`config.mk`:
```
export PLATFORM = sky130hd
export DESIGN_NAME = load_buffer
export DESIGN_NICKNAME = d
export VERILOG_FILES = /design/src/rtl/load_buffer_pkg.sv /design/src/rtl/load_buffer_extend.sv /design/src/rtl/load_buffer.sv
export SDC_FILE = /design/constraint.sdc
export NUM_CORES = 1
export LEC_CHECK = 0
export BUFFER_PORTS_ARGS = -buffer_cell sky130_fd_sc_hd__buf_2
export CAP_MARGIN = 20
export CELL_PAD_IN_SITES_DETAIL_PLACEMENT = 1
export CELL_PAD_IN_SITES_GLOBAL_PLACEMENT = 1
export CORE_ASPECT_RATIO = 0.7
export CORE_UTILIZATION = 51
export CTS_CLUSTER_DIAMETER = 100
export CTS_CLUSTER_SIZE = 20
export DETAILED_ROUTE_END_ITERATION = 10
export GPL_TIMING_DRIVEN = 0
export PLACE_DENSITY = 0.81
export SKIP_CTS_REPAIR_TIMING = 1
export SYNTH_ARGS = -nofsm -noshare
export SYNTH_HDL_FRONTEND = slang
export SYNTH_SLANG_ARGS = --single-unit
```
`constraint.sdc`:
```
create_clock -name clk_in -period 5.2 [get_ports clk_in]
set_input_delay 0.78 -clock clk_in [delete_from_list [all_inputs] [get_ports clk_in]]
set_output_delay 0.78 -clock clk_in [all_outputs]
set_load 0.02 [all_outputs]
```
`src/rtl/load_buffer_pkg.sv`:
```
// Shared widths, opcode encodings and types for the load buffer.
// Opcodes LB..LHU are contiguous; size codes match the memory controller.
package load_buffer_pkg;

  localparam int IDWidth       = 32;
  localparam int ROBWidth      = 4;
  localparam int AddressWidth  = 32;
  localparam int InstTypeWidth = 6;
  localparam int LBCount       = 8;

  localparam logic [InstTypeWidth-1:0] LB  = 6'd10;
  localparam logic [InstTypeWidth-1:0] LH  = 6'd11;
  localparam logic [InstTypeWidth-1:0] LW  = 6'd12;
  localparam logic [InstTypeWidth-1:0] LBU = 6'd13;
  localparam logic [InstTypeWidth-1:0] LHU = 6'd14;

  localparam logic [1:0] SZ_B = 2'd0;
  localparam logic [1:0] SZ_H = 2'd1;
  localparam logic [1:0] SZ_W = 2'd2;

  typedef enum logic [1:0] {
    IDLE,
    WAIT,
    DRAIN
  } lb_state_e;

  typedef struct packed {
    logic [AddressWidth-1:0]  addr;
    logic [ROBWidth-1:0]      dest;
    logic [InstTypeWidth-1:0] opcode;
  } lb_entry_t;

endpackage

```
`src/rtl/load_buffer_extend.sv`:
```
// Load result extension and access-size decode.
// Unknown opcodes fall back to a word access with data passed through.
module load_extend
  import load_buffer_pkg::*;
(
  input  logic [InstTypeWidth-1:0] opcode,
  input  logic [IDWidth-1:0]       data,
  output logic [IDWidth-1:0]       result,
  output logic [1:0]               size
);

  always_comb begin
    result = data;
    size   = SZ_W;
    unique case (1'b1)
      opcode == LB: begin
        result = {{(IDWidth-8){data[7]}}, data[7:0]};
        size   = SZ_B;
      end
      opcode == LH: begin
        result = {{(IDWidth-16){data[15]}}, data[15:0]};
        size   = SZ_H;
      end
      opcode == LBU: begin
        result = {{(IDWidth-8){1'b0}}, data[7:0]};
        size   = SZ_B;
      end
      opcode == LHU: begin
        result = {{(IDWidth-16){1'b0}}, data[15:0]};
        size   = SZ_H;
      end
      opcode == LW: begin
        result = data;
        size   = SZ_W;
      end
      default: ;
    endcase
  end

endmodule

```
`src/rtl/load_buffer.sv`:
```
// In-order load queue: one outstanding memory read, extended CDB broadcast.
// A flush while a read is in flight drains that read without broadcasting.
module load_buffer
  import load_buffer_pkg::*;
#(
  parameter int DEPTH = LBCount,
  parameter int PTR_W = $clog2(DEPTH)
) (
  input  logic                     clk_in,
  input  logic                     rst_in,
  input  logic                     rdy_in,
  input  logic                     rob_lbuffer_rst_in,
  input  logic                     addrunit_lbuffer_en_in,
  input  logic [AddressWidth-1:0]  addrunit_lbuffer_addr_in,
  input  logic [ROBWidth-1:0]      addrunit_lbuffer_dest_in,
  input  logic [InstTypeWidth-1:0] addrunit_lbuffer_opcode_in,
  output logic                     lbuffer_rs_rdy_out,
  output logic                     lbuffer_memctrl_req_out,
  output logic [AddressWidth-1:0]  lbuffer_memctrl_addr_out,
  output logic [1:0]               lbuffer_memctrl_size_out,
  input  logic                     memctrl_lbuffer_done_in,
  input  logic [IDWidth-1:0]       memctrl_lbuffer_data_in,
  output logic [ROBWidth-1:0]      lbuffer_cdb_b_out,
  output logic [IDWidth-1:0]       lbuffer_cdb_result_out
);

  lb_entry_t        mem_q [DEPTH];
  lb_entry_t        head;
  logic [PTR_W-1:0] head_q;
  logic [PTR_W-1:0] tail_q;
  logic [PTR_W:0]   count_q;
  lb_state_e        state_q;
  lb_state_e        state_d;

  logic               flush;
  logic               full;
  logic               enq;
  logic               pop;
  logic               done;
  logic [IDWidth-1:0] ext_res;
  logic [1:0]         head_size;

  assign flush = rob_lbuffer_rst_in;
  assign done  = memctrl_lbuffer_done_in;
  assign head  = mem_q[head_q];
  assign full  = count_q == (PTR_W+1)'(DEPTH);
  assign enq   = addrunit_lbuffer_en_in && !full;
  assign pop   = (state_q == WAIT) && done;

  // One spare slot covers a load the RS launched before seeing rdy drop.
  assign lbuffer_rs_rdy_out =
    count_q <= (PTR_W+1)'(DEPTH-2);

  load_extend u_ext (
    .opcode (head.opcode),
    .data   (memctrl_lbuffer_data_in),
    .result (ext_res),
    .size   (head_size)
  );

  always_comb begin
    state_d = state_q;
    unique case (state_q)
      IDLE:
        if (!flush && count_q != '0)
          state_d = WAIT;
      WAIT:
        if (done)       state_d = IDLE;
        else if (flush) state_d = DRAIN;
      DRAIN:
        if (done) state_d = IDLE;
      default: state_d = IDLE;
    endcase
  end

  always_ff @(posedge clk_in or negedge rst_in) begin
    if (!rst_in)     state_q <= IDLE;
    else if (rdy_in) state_q <= state_d;
  end

  always_ff @(posedge clk_in) begin
    if (rdy_in && !flush && enq)
      mem_q[tail_q] <= '{
        addr:   addrunit_lbuffer_addr_in,
        dest:   addrunit_lbuffer_dest_in,
        opcode: addrunit_lbuffer_opcode_in
      };
  end

  always_ff @(posedge clk_in or negedge rst_in) begin
    if (!rst_in) begin
      head_q  <= '0;
      tail_q  <= '0;
      count_q <= '0;
    end else if (rdy_in) begin
      if (flush) begin
        head_q  <= '0;
        tail_q  <= '0;
        count_q <= '0;
      end else begin
        if (enq) tail_q <= tail_q + 1'b1;
        if (pop) head_q <= head_q + 1'b1;
        count_q <= count_q
                 + (PTR_W+1)'(enq)
                 - (PTR_W+1)'(pop);
      end
    end
  end

  always_ff @(posedge clk_in or negedge rst_in) begin
    if (!rst_in) begin
      lbuffer_memctrl_req_out  <= 1'b0;
      lbuffer_memctrl_addr_out <= '0;
      lbuffer_memctrl_size_out <= '0;
      lbuffer_cdb_b_out        <= '0;
      lbuffer_cdb_result_out   <= '0;
    end else if (rdy_in) begin
      lbuffer_cdb_b_out <= '0;
      if (state_q == IDLE && state_d == WAIT) begin
        lbuffer_memctrl_req_out  <= 1'b1;
        lbuffer_memctrl_addr_out <= head.addr;
        lbuffer_memctrl_size_out <= head_size;
      end
      if (state_q != IDLE && state_d == IDLE)
        lbuffer_memctrl_req_out <= 1'b0;
      // A read completing on the flush cycle belongs to a squashed load.
      if (pop && !flush) begin
        lbuffer_cdb_b_out      <= head.dest;
        lbuffer_cdb_result_out <= ext_res;
      end
    end
  end

  full_enq_a: assert property (
    @(posedge clk_in) disable iff (!rst_in)
    !(rdy_in && !flush && addrunit_lbuffer_en_in && full)
  ) else $warning("load_buffer: enqueue while full dropped");

endmodule

```
* Yosys cells after proc, flatten, opt, wreduce, memory -nomap -nowiden
Memory sizes are Yosys's and may differ from the RTL's.
Cells that the tools add are included.
** Word-level totals
- Bits in writable memories :: 336
- Bits in registers :: 83
- Logic and storage cells :: 64
- Memories kept :: 1
** Operators by class
- Magnitude comparators :: 1
- Reductions and logical operators :: 24
- Eq/ne operators :: 8
- $add $sub $neg :: 4
- Mux-type cells :: 17
** Memories
- mem_q :: depth 8, bits a word 42, rd ports 1, clocked after memory_dff 0, wr ports 1, line load_buffer.sv:27 : lb_entry_t mem_q [DEPTH];
** Operators with widths (count)
- case mux 32 bit (4 select lines) :: 1
- equality test 6 x 4 -> 1 bit (second input constant) :: 4
- two-way mux 3 bit :: 4
- AND reduction 2 bit :: 5
- logical AND 1 bit :: 8
- two-way mux 2 bit :: 4
- two-way mux 4 bit :: 2
- nonzero test 2 bit :: 4
- adder 3 x 1 -> 3 bit (second input constant) :: 2
- case mux 2 bit (3 select lines) :: 1
- adder 4 x 1 -> 4 bit :: 1
- equality test 2 x 1 -> 1 bit (second input constant) :: 2
- equality test 4 bit (second input constant) :: 1
- <= comparator 4 x 3 -> 1 bit (second input constant) :: 1
- logical NOT 2 bit :: 2
- two-way mux 1 bit :: 4
- case mux 2 bit (2 select lines) :: 1
- nonzero test 4 bit :: 1
- OR reduction 2 bit :: 2
- subtractor 4 x 1 -> 4 bit :: 1
- equality test 2 bit (second input constant) :: 1
- logical NOT 1 bit :: 2

* Depth between registers and ports, before layout
Gate-level depths: netlist of run 1.
- Word-level depth :: 8
- Gate-level depth with buffers :: 13

* Modules after synthesis
A second synthesis of run 1 with hierarchy kept.
** Second synthesis, totals
- Cell total of the unflattened synthesis :: 886
- Area total of the unflattened synthesis :: 16836.1 µm²
** By module, submodules not included
- load_buffer :: cells an instance 780, area each 16110.5 µm², times used 1, sequential area each 12166.7 µm²
- load_extend :: cells an instance 106, area each 725.7 µm², times used 1, sequential area each 0.0 µm²

* Worst setup path after synthesis of run 1
No wires, ideal clock.
- Kind :: input -> register
- From :: input port rob_lbuffer_rst_in
- To :: memory mem_q[1][0] (netlist bit) (enable)
- Stages :: 4
- Arrival time :: 4228 ps
- Path buffers :: 1
- Path slack :: 479 ps
- Required time :: 4707 ps
- Cells stage by stage :: clkbuf_1 -> nor2b_1 -> nand3_1 -> nor3_1
** Between the ends
- Longest elaborated chain between the ends :: 5
** Ends and longest elaborated chain
- start, declared :: line load_buffer.sv:12 : input logic rob_lbuffer_rst_in,
- logical NOT 1 bit :: line load_buffer.sv:82 : if (rdy_in && !flush && enq)
- logical AND 1 bit (2 in series) :: line load_buffer.sv:82
- two-way mux 1 bit :: line load_buffer.sv:82
- two-way mux 1 bit (not written as such) :: line load_buffer.sv:83 : mem_q[tail_q] <= '{
- end, declared :: line load_buffer.sv:27
No other way between the ends.

* Worst setup path after layout of run 1
- From :: register count_q[2]
- To :: memory mem_q[6][38] (netlist bit) (enable)
** Between the ends
- Longest elaborated chain between the ends :: 6
** Ends and longest elaborated chain
- start, declared :: line load_buffer.sv:31 : logic [PTR_W:0] count_q;
- start signal, assigned :: line load_buffer.sv:103 : count_q <= count_q
- equality test 4 bit :: line load_buffer.sv:46 : assign full = count_q == (PTR_W+1)'(DEPTH);
- logical NOT 1 bit :: line load_buffer.sv:47 : assign enq = addrunit_lbuffer_en_in && !full;
- logical AND 1 bit :: line load_buffer.sv:47
- logical AND 1 bit :: line load_buffer.sv:82
- two-way mux 1 bit :: line load_buffer.sv:82
- two-way mux 1 bit (not written as such) :: line load_buffer.sv:83
No other way between the ends.

==> reports/qor.csv, run 1 <==
stage,metric,value,unit
status,status,"complete, no violations",
placement,gp_congestion,0.766,
timing,fmax,334,MHz
drt,wl_per_cell,26.5,µm
power_and_ir_drop,power-per-cell-area,417,nW/µm²
run,maxCapViolations,0,
drt,ant_nets,0,
grt,overflow,0,
die,die_h,152,µm
worst_setup_path,cp_max_fo,24,
clock_tree,clock_latency,560,ps
finish,stdcell_area,18700,µm²
yosys,synth_area_per_cell,18.2,µm²
yosys,seq_area_frac_synth,74.7,%
timing,slew_headroom,31.2,%
grt,grt_pass1_wl,60.2,mm
die,ios,152,
die,die_w,216,µm
grt,grt_max_degree,56,
timing,worstMarginPinSlew,1030,ps
worst_setup_path,cp_slowest_stage_delay,860,ps
placement,portBuffers,150,
yosys,netlist_instances,894,
power_and_ir_drop,ir_drop,278,µV
finish,utilization,59.6,%
die,die_area,32700,µm²
yosys,synthArstFlopShare,19.8,%
clock_tree,cts_max_path_buffers,3,
drt,dr_total_vias,9028,
finish,finish.cell_count_without_fillers,1530,
die,start_util,52.1,%
timing,hold_violations,0,
yosys,synth_edf_count,336,
worst_setup_path,crit_family,simple AND/OR/NAND/NOR gates,
grt,grt_usage,25.3,%
worst_setup_path,crit_path_end_kind,register,
placement,place_area,18000,µm²
clock_tree,cts_tree,yes,
drt,drt_iter0_markers,790,
placement,dp_cells,1483,
clock_tree,h-tree-depth,1,
drt,drcViolationCount,0,
yosys,ys_ff_latch,419,
yosys,ys_warn_count,0,
timing,slew_violations,0,
timing,rsz0062_at_grt,false,
finish,drive_gt1_share,28.8,%
worst_setup_path,crit_path_top_delay_cell,nor2_4,
worst_setup_path,path_buf_inv,3,
yosys,synthTopCellsByCount,"edfxtp_1, nand2_1, dfrtp_1",
clock_tree,cts.sinks,419,
clock_tree,clockRootBuffer,clkbuf_16,
drt,dr.pass1.iters,5,
finish,layout.nets,1179,
yosys,synth_area,16300,µm²
finish,area.growth.synth_to_final,14.5,%
power_and_ir_drop,p_leak,6.49,nW
worst_setup_path,crit_arrival,3250,ps
placement,dp_hpwl,27.6,mm
clock_tree,clk_pin_slew_worst_paths,90,ps
yosys,yosys.cell_types.count,54,
worst_setup_path,cp_cell_sequence,inv_1 > ha_1 > nand2_1 > and2_1 > clkbuf_1 > nand3_1 > nor2_4 > buf_12,
yosys,synth_flop_cell,edfxtp_1,
drt,viasPerCell,5.90,
die,core.rowCount,54,
timing,skew,15.5,ps
worst_setup_path,startpoint_type,register,
grt,first_global_vias,9522,
worst_setup_path,crit_type,register to register,
die,core_area,31300,µm²
grt,antenna_found_initial,5,
yosys,synth_area_leaders,"edfxtp_1, dfrtp_1, mux4_2",
yosys,synth_top_cell_by_area,edfxtp_1,
worst_hold_path,min_path_type,input port to async pin,
yosys,syn_nets,984,
drt,wl,40.6,mm
clock_tree,numCtsBuffers,24,
timing,min_period,3000,ps
worst_setup_path,required,5460,ps
timing,period_share,57.6,%
yosys,yosysMostFrequentCell,edfxtp_1,
timing,setup_violations,0,
yosys,synth_top_cell_area_share,61.9,%
## worst paths after layout
kind,startpoint,to,slack [ps],cells after the start
min in group clk_in,memctrl_lbuffer_data_in[0],lbuffer_cdb_result_out[0],420,3
max in group asynchronous,rst_in,lbuffer_memctrl_addr_out[11],4340,2
worst max register to register,count_q[2],mem_q[6][38],2200,8
worst min-delay path,rst_in,lbuffer_cdb_result_out[23],160,1
worst min register to register,lbuffer_memctrl_addr_out[8],lbuffer_memctrl_addr_out[8],480,2
worst max-delay path,count_q[2],mem_q[6][38],2200,8
## worst reg2reg max path: stages, from the launching register on
cell and delay, ps:
dfrtp_1 350, inv_1 90, ha_1 200, nand2_1 50
and2_1 110, clkbuf_1 330, nand3_1 400, nor2_4 860
buf_12 280
## layer usage
metal / GRT usage [%] / up-vias / part of all wire, %
met5: 0 / - / 0.067
met2: 42.6 / 283 / 50
met3: 3.61 / 50 / 5.3
li1: - / 3888 / -
met1: 35.5 / 4803 / 43
met4: 5.85 / 4 / 1.8
## power by group
group          total [mW]  leakage (nW)  switching (mW)  internal (mW)
Sequential           4.13          4.07           0.195           3.94
Clock                1.97         0.331            1.06          0.909
Combinational        1.68          2.09            1.05          0.635
## layout make-up
| class | count | area, µm² |
|---|---|---|
| flip-flops and latches | 419 | 12200 |
| fillers | 2807 | 12600 |
| multi-input cells | 408 | 3860 |
| clock buffers | 44 | 697 |
| plain buffers | 48 | 250 |
| repair buffers | 169 | 1080 |
| inverters | 19 | 71.3 |
| well taps | 420 | 526 |
| diodes | 3 | 7.51 |
## layout by cell type (no fill, tap or decap), types with 5 or more instances in the layout
cell and n:
a22oi_1 20, clkbuf_16 25, buf_6 10, mux4_2 74
inv_1 18, a21oi_1 5, dfrtp_1 83, o21ai_2 10
buf_2 160, mux2i_1 44, nand2_1 88, nor2_1 16
o22ai_1 20, clkbuf_1 47, nor2_4 6, o21ai_0 55
ha_1 9, buf_12 5, edfxtp_1 336, buf_4 5
## flip-flops by register name, summed over array words and instances, names as in the netlist
name	flops
mem_q	336
lbuffer_cdb_result_out	32
lbuffer_memctrl_addr_out	32
count_q	4
lbuffer_cdb_b_out	4
head_q	3
tail_q	3
lbuffer_memctrl_size_out	2
state_q	2
lbuffer_memctrl_req_out	1
## through the flow
stage / hold WS (ps) / setup WS (ps) / setup TNS, ps / total power [mW]
after floorplan: 484 / 479 / 0 / 5.21
after global placement: 454 / -2620 / -341750 / 5.75
after detailed placement: 461 / 1920 / 0 / 5.89
after CTS: 186 / 2160 / 0 / 7.83
after global routing: 189 / 1980 / 0 / 8.06
final: 161 / 2200 / 0 / 7.78
## kinds of logic (layout without fill, tap and decap cells)
| kind of cell | after synthesis | in the layout | share of synthesized area [%] |
|---|---|---|---|
| AND/OR/NAND/NOR | 142 | 142 | 3.93 |
| buffers and inverters | 67 | 280 | 1.97 |
| adder cells (fa/ha/maj) | 11 | 11 | 0.876 |
| multiplexers | 122 | 122 | 13.2 |
| other | 0 | 3 | 0 |
| AO/OA/AOI/OAI | 130 | 130 | 5.16 |
| XOR/XNOR | 3 | 3 | 0.161 |
| flip-flops | 419 | 419 | 74.7 |
(Power assumes the default switching activity.)
==> run 2, diff against run 1 <==
ABC_AREA = 1   (was default)
CORE_UTILIZATION = 48   (was 51)
PLACE_DENSITY = 0.8   (was 0.81)
clock period = 3 ns   (was 5.2 ns; I/O delays follow)
==> run 2 against run 1 <==
Count of clock-buffer cells in the layout fell by 1. Non-clock buffer count rose by 26. Via count rose by 30%. Combinational power rose by 61%. Fmax rose by 4.4%. Clock skew fell by 3.7 ps. Setup slack got worse by 2100 ps. Cell area rose by 2.2%. Core utilization fell by 3.2 points. Register-to-register slack got worse by 2100 ps. Critical endpoint is now lbuffer_memctrl_addr_out[16]. Largest cell class unchanged.
==> reports/qor.csv, run 2 <==
stage,metric,value,unit
status,status,"complete, no violations",
finish,area.growth.synth_to_final,14.6,%
yosys,synthArstFlopShare,19.8,%
worst_setup_path,cp_max_fo,10,
worst_setup_path,cpMostUsedCell,nand2_1,
finish,stdcell_area,19100,µm²
finish,finish.cell_count_without_fillers,2002,
yosys,synth_flop_cell,edfxtp_1,
yosys,yosysMostFrequentCell,edfxtp_1,
power_and_ir_drop,p_leak,7.22,nW
worst_setup_path,cp_cell_sequence,nor2_1 > nand2_1 > a31o_2 > nor2_2 > clkbuf_1 > o211ai_1 > nand2_1,
finish,final_common_cell,edfxtp_1,
finish,largestRegisters,"mem_q (336), lbuffer_cdb_result_out (32), lbuffer_memctrl_addr_out (32)",
yosys,ys_ff_latch,419,
worst_setup_path,crit_path_end_kind,register,
clock_tree,clk_pin_slew_worst_paths,90,ps
timing,fmax,348,MHz
yosys,yosys.cell_types.count,42,
clock_tree,clockRootBuffer,clkbuf_16,
clock_tree,cts_tree,yes,
drt,topRoutingLayerUsed,met4,
power_and_ir_drop,seq_power_share,53.8,%
timing,fin_tns_setup,0,ps
drt,drcViolationCount,0,
yosys,ys_warn_count,0,
timing,rsz0062_at_grt,false,
worst_setup_path,crit_arrival,3370,ps
worst_setup_path,startpoint_type,register,
die,ios,152,
finish,layout.nets,1608,
drt,met1_length,20.9,mm
drt,met2WireLength,24.0,mm
placement,place_area,18400,µm²
yosys,synth_top_cell_by_area,edfxtp_1,
drt,dr.pass1.iters,5,
timing,worstMarginPinSlew,1120,ps
die,start_util,49.2,%
power_and_ir_drop,p_sw,3.99,mW
worst_setup_path,required,3500,ps
yosys,synth_area_leaders,"edfxtp_1, dfrtp_1, nand2_1",
finish,drive_gt1_share,16.9,%
timing,slew_headroom,25.3,%
power_and_ir_drop,internal_power,9.23,mW
clock_tree,cts.sinks,419,
clock_tree,numCtsBuffers,24,
drt,wl_per_cell,25.1,µm
clock_tree,clock_latency,570,ps
power_and_ir_drop,pwr-share-clk,25.7,%
worst_setup_path,crit_family,simple AND/OR/NAND/NOR gates,
die,die_w,224,µm
die,die_area,35400,µm²
timing,skew,11.8,ps
timing,hold_violations,0,
power_and_ir_drop,power,13.2,mW
placement,gp_congestion,0.808,
yosys,synth_edf_count,336,
worst_setup_path,ff2ff_setup_slack,130,ps
run,maxCapViolations,0,
drt,viasPerCell,5.87,
finish,top_register,mem_q,
placement,dp_hpwl,33.6,mm
placement,dp_cells,1955,
grt,antenna_found_initial,1,
drt,route.met3.wl,4.01,mm
yosys,netlist_instances,1326,
worst_setup_path,path_buf_inv,1,
die,core_area,33800,µm²
finish,final_cell_mix,"edfxtp_1, nand2_1, buf_2",
yosys,syn_nets,1416,
placement,portBuffers,151,
yosys,seq_area_frac_synth,73.2,%
worst_setup_path,crit_type,register to register,
worst_hold_path,min_path_type,input port to register,
power_and_ir_drop,p_comb_share,20.5,%
yosys,synth_area,16600,µm²
grt,grt_max_degree,48,
clock_tree,h-tree-depth,1,
power_and_ir_drop,power-per-cell-area,694,nW/µm²
grt,grt_usage,28.6,%
drt,drt_iter0_markers,1205,
grt,overflow,0,
clock_tree,cts_max_path_buffers,3,
drt,dr_total_vias,11747,
timing,setup_violations,0,
worst_setup_path,cp_slowest_stage_delay,830,ps
drt,wl,50.3,mm
yosys,synth_top_cell_area_share,60.7,%
timing,min_period,2870,ps
finish,fillers,3494,
die,core.rowCount,56,
yosys,synth_area_per_cell,12.5,µm²
die,die_h,158,µm
timing,slew_violations,0,
finish,largest_reg_flops,336,
power_and_ir_drop,ir_drop,554,µV
timing,period_share,95.7,%
worst_setup_path,crit_path_top_delay_cell,clkbuf_1,
power_and_ir_drop,swShare,30.2,%
timing,whs,91.5,ps
grt,grt_pass1_wl,74.8,mm
drt,ant_nets,0,
yosys,synthTopCellsByCount,"edfxtp_1, nand2_1, nor2_1",
grt,first_global_vias,12417,
[run 2: cell types whose count changed after synthesis, sizes merged, moves of 26 or more]
cell | previous run | this run
clkbuf | 28 | 55
inv | 19 | 45
mux2i | 44 | 0
mux4 | 74 | 0
nand2 | 88 | 270
nand3 | 4 | 121
nor2 | 22 | 148
o21ai | 66 | 103
o221ai | 0 | 27
[run 2: cell type report]
type / instances / area, µm² / share of cell area, %
Antenna cell: 2 / 5.00 / 0.0263
Buffer: 77 / 365 / 1.92
Clock buffer: 43 / 672 / 3.52
Clock inverter: 1 / 16.3 / 0.0853
Inverter: 45 / 171 / 0.899
Multi-Input combinational cell: 785 / 4000 / 21.0
Sequential cell: 419 / 12200 / 63.8
Tap cell: 464 / 581 / 3.05
Timing Repair Buffer: 166 / 1090 / 5.71
[run 2: layer usage]
layer | GRT usage (%) | up-vias
li1 | - | 5117
met1 | 38.7 | 5953
met2 | 47.6 | 566
met3 | 5.07 | 111
met4 | 8.78 | 0
met5 | 0 | -
[run 2: power groups by stage]
stage	clock, mW	sequential (mW)	combinational (mW)
finish	3.39	7.12	2.71
global route	3.61	7.17	2.93
CTS	3.41	7.12	2.72
detailed placement	0	7.24	2.71
global placement	0	7.22	2.52
floorplan	0	7.72	1.06
[run 2: stage by stage]
step	setup slack, ps	utilization (%)
2_1_floorplan	-296	-
3_5_place_dp	-97.3	54.4
5_1_grt	39.8	56.4
6_report	128	56.4
3_3_place_gp	-2570	53.2
4_1_cts	144	56.4
[run 2: worst min-delay path: stages]
cell and delay, ps:
buf_2 80, nand2_1 40, nand2_1 60
[run 2: cells by family after synthesis]
group / synth area share [%]
compound gates: 8.78
xor+xnor: 0.105
simple gates: 13.9
buf+inv: 3.23
flops: 73.2
fa+ha+maj: 0.797
[run 2: final timing paths]
path | startpoint | end | depth (start not counted)
max in group asynchronous | rst_in | lbuffer_memctrl_addr_out[5] | 3
worst max register to register | state_q[0] | lbuffer_memctrl_addr_out[16] | 7
min in group asynchronous | rst_in | lbuffer_cdb_result_out[3] | 2
worst max-delay path | state_q[0] | lbuffer_memctrl_addr_out[16] | 7
worst min register to register | lbuffer_cdb_result_out[7] | lbuffer_cdb_result_out[7] | 2
worst min-delay path | memctrl_lbuffer_data_in[0] | lbuffer_cdb_result_out[0] | 3
